<file path="src/rtl/stopwatch_run_ctrl.sv">
// rtl/stopwatch_run_ctrl.sv - run/pause/clear/lap controller with gated tick prescaler
module stopwatch_run_ctrl #(
  parameter int unsigned CLK_HZ  = 100_000_000,
  parameter int unsigned TICK_HZ = 100
) (
  input  logic       clk,
  input  logic       rst,
  input  logic       i_run_stop,
  input  logic       i_clear,
  input  logic       i_lap,
  output logic       o_tick,
  output logic       o_clear,
  output logic       o_running,
  output logic       o_lap_hold,
  output logic [1:0] o_state
);

  localparam int unsigned DIV = CLK_HZ / TICK_HZ;
  localparam int unsigned CW  = $clog2(DIV);
  localparam logic [CW-1:0] LAST = CW'(DIV - 1);

  typedef enum logic [1:0] {
    S_IDLE  = 2'd0,
    S_RUN   = 2'd1,
    S_PAUSE = 2'd2,
    S_LAP   = 2'd3
  } state_e;

  state_e        state_q, state_d;
  logic [CW-1:0] cnt_q, cnt_d;
  logic          tick_q, tick_d;
  logic          clear_q, clear_d;
  logic          running;

  assign running = (state_q == S_RUN) || (state_q == S_LAP);

  always_ff @(posedge clk or negedge rst) begin
    if (!rst) begin
      state_q <= S_IDLE;
      cnt_q   <= '0;
      tick_q  <= 1'b0;
      clear_q <= 1'b0;
    end else begin
      state_q <= state_d;
      cnt_q   <= cnt_d;
      tick_q  <= tick_d;
      clear_q <= clear_d;
    end
  end

  always_comb begin
    state_d = state_q;
    cnt_d   = cnt_q;
    tick_d  = 1'b0;
    clear_d = 1'b0;

    // Prescaler follows the pre-edge state, so a pause on the terminal count still ticks.
    if (running) begin
      if (cnt_q == LAST) begin
        cnt_d  = '0;
        tick_d = 1'b1;
      end else begin
        cnt_d = cnt_q + 1'b1;
      end
    end

    case (state_q)
      S_IDLE: begin
        if (i_run_stop) begin
          state_d = S_RUN;
        end else if (i_clear) begin
          cnt_d   = '0;
          clear_d = 1'b1;
        end
      end
      S_RUN: begin
        if (i_run_stop) begin
          state_d = S_PAUSE;
        end else if (i_lap) begin
          state_d = S_LAP;
        end
      end
      S_LAP: begin
        if (i_run_stop) begin
          state_d = S_PAUSE;
        end else if (i_lap) begin
          state_d = S_RUN;
        end
      end
      S_PAUSE: begin
        if (i_run_stop) begin
          state_d = S_RUN;
        end else if (i_clear) begin
          state_d = S_IDLE;
          cnt_d   = '0;
          clear_d = 1'b1;
        end
      end
      default: state_d = S_IDLE;
    endcase
  end

  assign o_tick     = tick_q;
  assign o_clear    = clear_q;
  assign o_running  = running;
  assign o_lap_hold = (state_q == S_LAP);
  assign o_state    = state_q;

endmodule

</file>
<file path="config.mk">
export PLATFORM = sky130hd
export DESIGN_NAME = stopwatch_run_ctrl
export DESIGN_NICKNAME = d
export VERILOG_FILES = /design/src/rtl/stopwatch_run_ctrl.sv
export SDC_FILE = /design/constraint.sdc
export NUM_CORES = 1
export LEC_CHECK = 0
export CAP_MARGIN = 20
export CORE_UTILIZATION = 40
export CTS_BUF_LIST = sky130_fd_sc_hd__clkbuf_8
export DETAILED_ROUTE_END_ITERATION = 10
export SLEW_MARGIN = 40
export SYNTH_ARGS = -nofsm -noshare
export SYNTH_HDL_FRONTEND = slang
export SYNTH_SLANG_ARGS = --single-unit
</file>
<file path="constraint.sdc">
create_clock -name clk -period 4.2 [get_ports clk]
set_clock_uncertainty 0.15 [all_clocks]
set_input_delay 0.84 -clock clk [delete_from_list [all_inputs] [get_ports clk]]
set_output_delay 0.84 -clock clk [all_outputs]
set_load 0.01 [all_outputs]
</file>
==> flow_summary.toml <==
[clocking]
cts_sinks = 24
cts_tree = "yes"
ctsResizeCount = 0
clk_latency_ns = 0.27
hold_buffers = 0
cts_buffers = 3
root_buffer = "clkbuf_8"
postCtsSetupBuffers = 0
path_clk_slew_ns = 0.09
cts.path.max_buffers = 2
cts_htree_levels = 1

[global_route]
gr-usage-all-layers = 0.1657
grt_remaining_overflow = 0
grt_start_max_net_pins = 25
grt_pass1_vias = 950
antenna_found_initial = 0
grt_pass1_wl_mm = 4.257

[placed_design]
gp_congestion = 0.7794
io_buffer_count = 10
dpl.hpwl_mm = 1.788

[timing]
rsz0062_at_grt = "no"
hold_viol = 0
fmaxAchievable_mhz = 353.2
holdWs_ns = 0.3889
fin_crit_sh = 0.6741
setup_viol = 0
layout_min_cycle_time_ns = 2.831
report.final.slew_viol_count = 0
tns_ns = 0
worst-slew-pin-transition_ns = 0.7102
max_slew_margin = 0.5266

[die]
start_util = 0.4201
coreArea_sq_mm = 0.003053
die-area_sq_mm = 0.003437
placementRows = 20
io_pins = 11
dieHeight_microns = 58.63
chipWidth_microns = 58.63

[yosys]
ys_top_cells_by_count = "24 x dfrtp_1, 12 x nand2_1, 9 x nor2_1, 9 x o21ai_0, 7 x nand3_1"
post_synth_instance_area_sq_mm = 0.001282
async_flop_share = 1.000
yosysMostFrequentCell = "dfrtp_1"
syn_avg_cell_area_sq_um = 9.500
ys.flop_type = "dfrtp_1"
synth_edf_count = 0
ys_ff_latch = 24
yosys_warnings = 0
yosysSeqAreaShare = 0.4683
syn_inst = 135
synth_fp_nets = 141
yosysUniqueCellTypes = 37
synth_top_area_frac = 0.4683
synth_top_area_cell = "dfrtp_1"
ys_top_cells_by_area = "dfrtp_1 47%, xnor2_1 4.1%, o21ai_0 3.5%"

[status]
status = "completed"

[pwr]
vdd_drop_max_mv = 0.2382
comb_power_share = 0.237
p_clk_frac = 0.253
seq_power_share = 0.510
internal_power_mw = 0.4226
p_sw_frac = 0.3267
powerDensity_mw_per_mm2 = 432.5
power_switching_mw = 0.2051
cellLeakagePower_nw = 0.5838

[finish]
area_delta_synth_final_pct = 13.17
antenna_cells = 0
nFillCells = 301
drive_gt1_frac = 0.09220
layout.nets = 148

[route]
detail_route.first_pass.iterations = 4
route.detailed.drc = 0
wl_per_cell_microns = 13.36
viasPerCell = 5.362
dr.first_iter.drc_count = 20
routed_wirelength_mm = 2.472
antenna_left = 0
vias = 992

[worst_hold_path]
hp-class = "input pin to async pin"

[worst_setup_path]
cp.arrival_ns = 1.84
endpoint_kind = "output pin"
worstSetupPathType = "register to output pin"
worst_ep_required_time_ns = 3.21
worst-path-max-fanout = 23
start_kind = "register"

[run]
drv_cap = 0
## layout by cell type, fill, tap and decap left out, types with 2 or more instances in the layout
| cell type | instances |
|---|---|
| xnor2_1 | 6 |
| a22o_1 | 4 |
| nand2_1 | 12 |
| xor2_1 | 5 |
| nor3_1 | 2 |
| nor4_1 | 3 |
| nand3_1 | 7 |
| nand4_1 | 4 |
| and2_1 | 2 |
| nor2b_1 | 4 |
| or3_1 | 4 |
| clkdlybuf4s50_1 | 9 |
| o21ai_0 | 9 |
| nor2_1 | 9 |
| dfrtp_1 | 24 |
| inv_1 | 3 |
| clkbuf_8 | 4 |
| nand2b_1 | 2 |
| or4_1 | 3 |
| nor3b_1 | 2 |
| a21oi_1 | 6 |
| o31ai_1 | 3 |
## layout make-up
type                       instances  area, sq um  area share
clock buffer                       4        55.05     0.03793
inverter                           3        11.26    0.007759
multi-input combinational        100        634.4      0.4371
sequential                        24        600.6      0.4138
tap                               44        55.05     0.03793
timing repair buffer              10        95.09     0.06552
## critical path: stages, from the launching register on
cell and delay (ns):
dfrtp_1 0.81, and2_1 0.23, clkdlybuf4s50_1 0.54
## cells by family after synthesis
family,synth area share
compound gates,0.1278
buf+inv,0.04195
xor+xnor,0.07512
simple gates,0.2771
fa+ha+maj,0.009755
flops,0.4683
## through the flow
step / total power, mW / util / setup slack, ns / area [sq um] / std cells
2_1_floorplan: 0.4096 / - / 2.007 / 1282 / 135
3_3_place_gp: 0.4710 / 0.4570 / 1.491 / 1395 / 181
3_5_place_dp: 0.4750 / 0.4574 / 1.637 / 1396 / 181
4_1_cts: 0.6347 / 0.4754 / 1.347 / 1451 / 185
5_1_grt: 0.6673 / 0.4754 / 1.276 / 1451 / 185
6_report: 0.6277 / 0.4754 / 1.369 / 1451 / 185
## sequential cells by signal (all words and copies together) (netlist names)
signal / count
o_clear: 1
cnt_q: 20
o_tick: 1
o_state: 2
## power groups by stage
stage | Sequential, mW | Combinational, mW | Clock [mW]
floorplan | 0.297 | 0.113 | 0
global placement | 0.322 | 0.148 | 0
detailed placement | 0.325 | 0.150 | 0
CTS | 0.321 | 0.151 | 0.162
global route | 0.327 | 0.170 | 0.171
finish | 0.320 | 0.149 | 0.159
## worst paths after layout
kind	start	endpoint	slack, ns	cells after the start
setup / recovery	o_state[0]$_DFFE_PN0P_	o_lap_hold	1.37	2
hold / removal	rst	cnt_q[18]$_DFF_PN0_	0.39	1
setup reg to reg	o_state[0]$_DFFE_PN0P_	cnt_q[18]$_DFF_PN0_	1.71	4
hold reg to reg	cnt_q[0]$_DFF_PN0_	cnt_q[0]$_DFF_PN0_	0.41	1
max in group asynchronous	rst	o_state[1]$_DFFE_PN0P_	3.15	1
min in group clk	cnt_q[0]$_DFF_PN0_	cnt_q[0]$_DFF_PN0_	0.41	1
## layer usage
metal / track usage / up-vias / routed length [microns]
met5: 0 / - / 0
met1: 0.2112 / 479 / 1148
li1: - / 490 / -
met2: 0.2791 / 18 / 1214
met4: 0.07143 / 0 / 37
met3: 0.02637 / 5 / 72
No activity file was read; power rests on OpenSTA's default activity.
